`config.mk`:
```
export PLATFORM = sky130hd
export DESIGN_NAME = alu_req_arbiter
export DESIGN_NICKNAME = d
export VERILOG_FILES = /design/src/rtl/alu_req_arbiter.sv
export SDC_FILE = /design/constraint.sdc
export NUM_CORES = 1
export LEC_CHECK = 0
export ABC_AREA = 0
export CAP_MARGIN = 20
export CORE_ASPECT_RATIO = 2
export CORE_MARGIN = 2
export CORE_UTILIZATION = 36
export DETAILED_ROUTE_END_ITERATION = 7
export PLACE_DENSITY = 0.72
export SYNTH_ARGS = -nofsm -noshare
export SYNTH_HDL_FRONTEND = slang
export SYNTH_SLANG_ARGS = --single-unit
```
`constraint.sdc`:
```
create_clock -name clk -period 2.5 [get_ports clk]
set_clock_uncertainty 0.2 [all_clocks]
set_input_delay 0.25 -clock clk [delete_from_list [all_inputs] [get_ports clk]]
set_output_delay 0.25 -clock clk [all_outputs]
set_load 0.05 [all_outputs]
```
`src/rtl/alu_req_arbiter.sv`:
```
// Two-requester round-robin front end that shares a single alu_top.
// Sequences start/done, holds operands and returns result or error with a watchdog.
module alu_req_arbiter #(
    parameter int TIMEOUT = 64,
    parameter int CNT_W   = 7
) (
    input  logic        clk,
    input  logic        reset,
    input  logic [1:0]  req_valid,
    output logic [1:0]  req_ready,
    input  logic [5:0]  req_op,
    input  logic [15:0] req_a,
    input  logic [15:0] req_b,
    output logic [1:0]  rsp_valid,
    input  logic [1:0]  rsp_ready,
    output logic [15:0] rsp_result,
    output logic        rsp_err,
    output logic        alu_start,
    output logic [2:0]  alu_op,
    output logic [7:0]  alu_a,
    output logic [7:0]  alu_b,
    input  logic [15:0] alu_result,
    input  logic        alu_done,
    output logic        busy
);

    typedef enum logic [1:0] {
        S_IDLE,
        S_ISSUE,
        S_WAIT,
        S_RESP
    } state_t;

    state_t             r_state;
    state_t             w_nextState;
    logic               r_rrPtr;
    logic               r_grant;
    logic [2:0]         r_op;
    logic [7:0]         r_a;
    logic [7:0]         r_b;
    logic [CNT_W-1:0]   r_wdCnt;
    logic [15:0]        r_result;
    logic               r_err;

    logic               w_doGrant;
    logic               w_grantIdx;
    logic [2:0]         w_reqOp;
    logic [7:0]         w_reqA;
    logic [7:0]         w_reqB;
    logic               w_timeout;
    logic               w_consume;

    // A lone requester wins outright; on a tie the round-robin pointer decides.
    always_comb begin
        w_grantIdx = 1'b0;
        case (req_valid)
            2'b01:   w_grantIdx = 1'b0;
            2'b10:   w_grantIdx = 1'b1;
            2'b11:   w_grantIdx = r_rrPtr;
            default: w_grantIdx = 1'b0;
        endcase
    end

    // Gating with reset keeps req_ready low while the block is held in reset.
    assign w_doGrant = reset && (r_state == S_IDLE) && (req_valid != 2'b00);
    assign w_reqOp   = w_grantIdx ? req_op[5:3]  : req_op[2:0];
    assign w_reqA    = w_grantIdx ? req_a[15:8]  : req_a[7:0];
    assign w_reqB    = w_grantIdx ? req_b[15:8]  : req_b[7:0];
    assign w_timeout = (r_wdCnt == CNT_W'(TIMEOUT - 1));
    assign w_consume = (r_state == S_RESP) && rsp_ready[r_grant];

    always_ff @(posedge clk or negedge reset) begin
        if (!reset) begin
            r_state <= S_IDLE;
        end else begin
            r_state <= w_nextState;
        end
    end

    always_comb begin
        w_nextState = r_state;
        case (r_state)
            S_IDLE: begin
                if (w_doGrant) begin
                    w_nextState = (w_reqOp == 3'b111) ? S_RESP : S_ISSUE;
                end
            end
            S_ISSUE: w_nextState = S_WAIT;
            S_WAIT: begin
                if (alu_done || w_timeout) begin
                    w_nextState = S_RESP;
                end
            end
            S_RESP: begin
                if (w_consume) begin
                    w_nextState = S_IDLE;
                end
            end
            default: w_nextState = S_IDLE;
        endcase
    end

    // Operand latch, watchdog and response capture; done takes priority over timeout.
    always_ff @(posedge clk or negedge reset) begin
        if (!reset) begin
            r_rrPtr  <= 1'b0;
            r_grant  <= 1'b0;
            r_op     <= 3'd0;
            r_a      <= 8'd0;
            r_b      <= 8'd0;
            r_wdCnt  <= '0;
            r_result <= 16'd0;
            r_err    <= 1'b0;
        end else begin
            case (r_state)
                S_IDLE: begin
                    if (w_doGrant) begin
                        r_grant <= w_grantIdx;
                        r_op    <= w_reqOp;
                        r_a     <= w_reqA;
                        r_b     <= w_reqB;
                        if (w_reqOp == 3'b111) begin
                            r_result <= 16'd0;
                            r_err    <= 1'b1;
                        end
                    end
                end
                S_ISSUE: r_wdCnt <= '0;
                S_WAIT: begin
                    if (alu_done) begin
                        r_result <= alu_result;
                        r_err    <= 1'b0;
                    end else if (w_timeout) begin
                        r_result <= 16'd0;
                        r_err    <= 1'b1;
                    end else begin
                        r_wdCnt <= r_wdCnt + CNT_W'(1);
                    end
                end
                S_RESP: begin
                    if (w_consume) begin
                        r_rrPtr <= ~r_grant;
                    end
                end
                default: ;
            endcase
        end
    end

    assign req_ready  = w_doGrant ? (w_grantIdx ? 2'b10 : 2'b01) : 2'b00;
    assign rsp_valid  = (r_state == S_RESP) ? (r_grant ? 2'b10 : 2'b01) : 2'b00;
    assign rsp_result = r_result;
    assign rsp_err    = r_err;
    assign alu_start  = (r_state == S_ISSUE);
    assign alu_op     = r_op;
    assign alu_a      = r_a;
    assign alu_b      = r_b;
    assign busy       = (r_state != S_IDLE);

endmodule

```
==> results.cfg <==
[routing]
dr.pass1.iters = 7
drc = 4
drtIter0Drc = 123
ant_nets = 0
viasPerCell = 5.26
avgRoutedWirePerCell_microns = 15.5
wirelength_microns = 5530
num_vias = 1874

[power_and_ir_drop]
irDropWorstVdd_mv = 0.807
p_leak_nw = 1.52
combPwrFrac_pct = 59.2
seqPwrFrac_pct = 27.3
intPower_mw = 2.50
power_frac_clock_pct = 13.4
p_per_area_mw_per_mm2 = 1370
sw_frac_of_total_pct = 46.7
p_switching_mw = 2.19

[floorplan]
num_io_pins = 103
std_cell_rows = 39
initial_core_util_pct = 37.4
dieArea_sq_mm = 0.00665
core_area_sq_mm = 0.00576
die_h_microns = 113
dieWidth_microns = 58.7

[cells_and_area]
area_growth_pct = 58.9
final_util_pct = 59.4
num_antenna_cells = 0
drive_gt1_share_pct = 8.14
regArea_sq_mm = 0.00118
final_common_cell = clkdlybuf4s50_1
n_fill_cell = 507
fin_nets = 361
multi_input_area_sq_um = 833
layout_common_cells = 98 x clkdlybuf4s50_1, 47 x dfrtp_1, 24 x inv_1

[sta]
drv_slew = 0
finalCritPeriodShare_pct = 93.9
tightest_slew_ps = 589
final-setup-viol-count = 0
hold_violations = 0
rsz0062_at_grt = no
slew_headroom_pct = 60.7
min_period_ps = 2350
tns_ps = 0
max_freq_ghz = 0.426

[global_routing]
grt_start_max_net_pins = 48
grtUsageTotal_pct = 18.0
overflow = 0
grt_pass1_wl_microns = 9420
grt_pass1_vias = 2065
antenna_found_initial = 0

[synth]
syn_area_sq_mm = 0.00215
yosys.area.top_type_share_pct = 54.7
syn_inst = 186
synth_nets = 253
synth.ff_latch_count = 47
ys_warn_count = 0
syn_area_per_cell_sq_um = 11.6
synth.distinct_cells = 28
yosys.area.top_type = dfrtp_1
seq_area_frac_synth_pct = 54.7
ys_top_cells_by_area = dfrtp_1 55%, a222oi_1 7.4%, a22o_1 6.9%, inv_1 4.2%, ha_1 3.5%

[hold_path]
hold_class = reg2reg

[cts]
h-tree-depth = 2
cts_buffers = 5
clk_path_buf_depth = 2
clock-sinks = 47
root_buffer = clkbuf_16
cts_tree = yes
clk_latency_ps = 280
clk_pin_slew_worst_paths_ps = 60

[placement]
place.gp.congestion = 0.768
dpl.hpwl_microns = 4280
port_buffers = 102

[setup_path]
cp.required_ps = 2050
critPathKind = reg2out
critPathMaxStageDelay_ps = 820
cp_max_fo = 5
crit_path_top_delay_cell = clkdlybuf4s50_1
crit_path_end_kind = output port
cp.arrival_ps = 1900
startpoint_type = flop
crit_chain = ha_1 -> nor2b_1 -> clkdlybuf4s50_1

[outcome]
violations = DRC
outcome = finished, violations left

[run]
cap_violations = 0
[state kept, by name, indices dropped and copies added (netlist names)]
name,cells
rsp_result,16
alu_a,8
alu_b,8
r_wdCnt,7
alu_op,3
r_state,2
r_grant,1
r_rrPtr,1
rsp_err,1
[layer usage]
metal  part of all wire, %  global-route usage [%]
met4                   1.1                    4.70
met2                    56                    33.9
met1                    37                    19.9
met5                     0                       0
met3                   5.1                    3.54
[critical path: cells and delay by family, from the launching register on]
family                     cells  cell delay (ps)
buffers and inverters          1              820
adders and majority gates      1              250
and+or+nand+nor                1              160
DFF                            1              380
[cells by family (layout without fill, tap and decap cells)]
family / count (synthesis) / in the layout / synth area share [%]
compound gates: 56 / 56 / 23.6
mux: 8 / 8 / 3.84
simple gates: 36 / 36 / 7.85
flops: 47 / 47 / 54.7
fa+ha+maj: 6 / 6 / 3.49
buf+inv: 33 / 142 / 6.57
[through the flow]
stage          worst slack [ps]  instances  hold WS [ps]  power [mW]  cell area, sq um
4_1_cts                    82.0        356           284        4.74              3420
5_1_grt                    59.3        356           312        4.96              3420
6_report                    152        356           277        4.69              3420
3_5_place_dp                115        347           260        4.10              3260
3_3_place_gp                188        347           246        4.07              3260
2_1_floorplan               221        186          -246        3.14              2150
[final cells by class]
type,count,area share (%)
Multi-Input combinational cell,106,24.4
Clock inverter,2,0.366
Clock buffer,6,3.77
Tap cell,61,2.23
Inverter,24,2.64
Sequential cell,47,34.4
Timing Repair Buffer,110,32.2
[power groups by stage]
stage                     registers [mW]  clock network (mW)  logic, mW
final                               1.28               0.630       2.78
after floorplan                     2.25                   0      0.898
after detailed placement            1.30                   0       2.80
after global routing                1.33               0.681       2.96
after CTS                           1.29               0.650       2.81
after global placement              1.29                   0       2.77
[repair_timing]
action | 4_1_cts | 5_1_grt
gates resized for setup | 0 | 1
hold buffers | 1 | 0
hold endpoints to repair | 47 | 0
buffers inserted | 0 | 0
setup endpoints to repair | 0 | 1
[final timing paths]
path | endpoint | slack [ps] | cells after the start | startpoint
min reg2reg | alu_op[2]$_DFFE_PN0P_ | 280 | 2 | alu_op[2]$_DFFE_PN0P_
max reg2reg | rsp_result[11]$_DFFE_PN0P_ | 260 | 5 | r_wdCnt[0]$_DFFE_PN0P_
max | rsp_valid[0] | 150 | 3 | r_state[1]$_DFFE_PN0P_
min | alu_op[2]$_DFFE_PN0P_ | 280 | 2 | alu_op[2]$_DFFE_PN0P_
max in group asynchronous | rsp_result[15]$_DFFE_PN0P_ | 1210 | 3 | reset
min in group asynchronous | alu_a[2]$_DFFE_PN0P_ | 500 | 3 | reset
[synth_stat cells]
library cell / instances
a21oi_1: 4
and2_1: 1
o21ai_2: 1
o311ai_0: 4
o21ai_0: 6
a22o_1: 17
a21bo_1: 1
mux2i_1: 6
a222oi_1: 16
nand3_1: 9
a32o_1: 1
dfrtp_1: 47
mux2_2: 2
nand4_1: 3
nand2_1: 17
buf_6: 2
nor2b_1: 2
a22oi_1: 2
nor2_1: 3
o211ai_2: 1
ha_1: 6
and3_4: 1
inv_1: 24
a41oi_4: 1
a21o_1: 1
clkbuf_1: 5
buf_2: 2
o31ai_4: 1
Note: power is estimated with default switching activity, not from simulation.
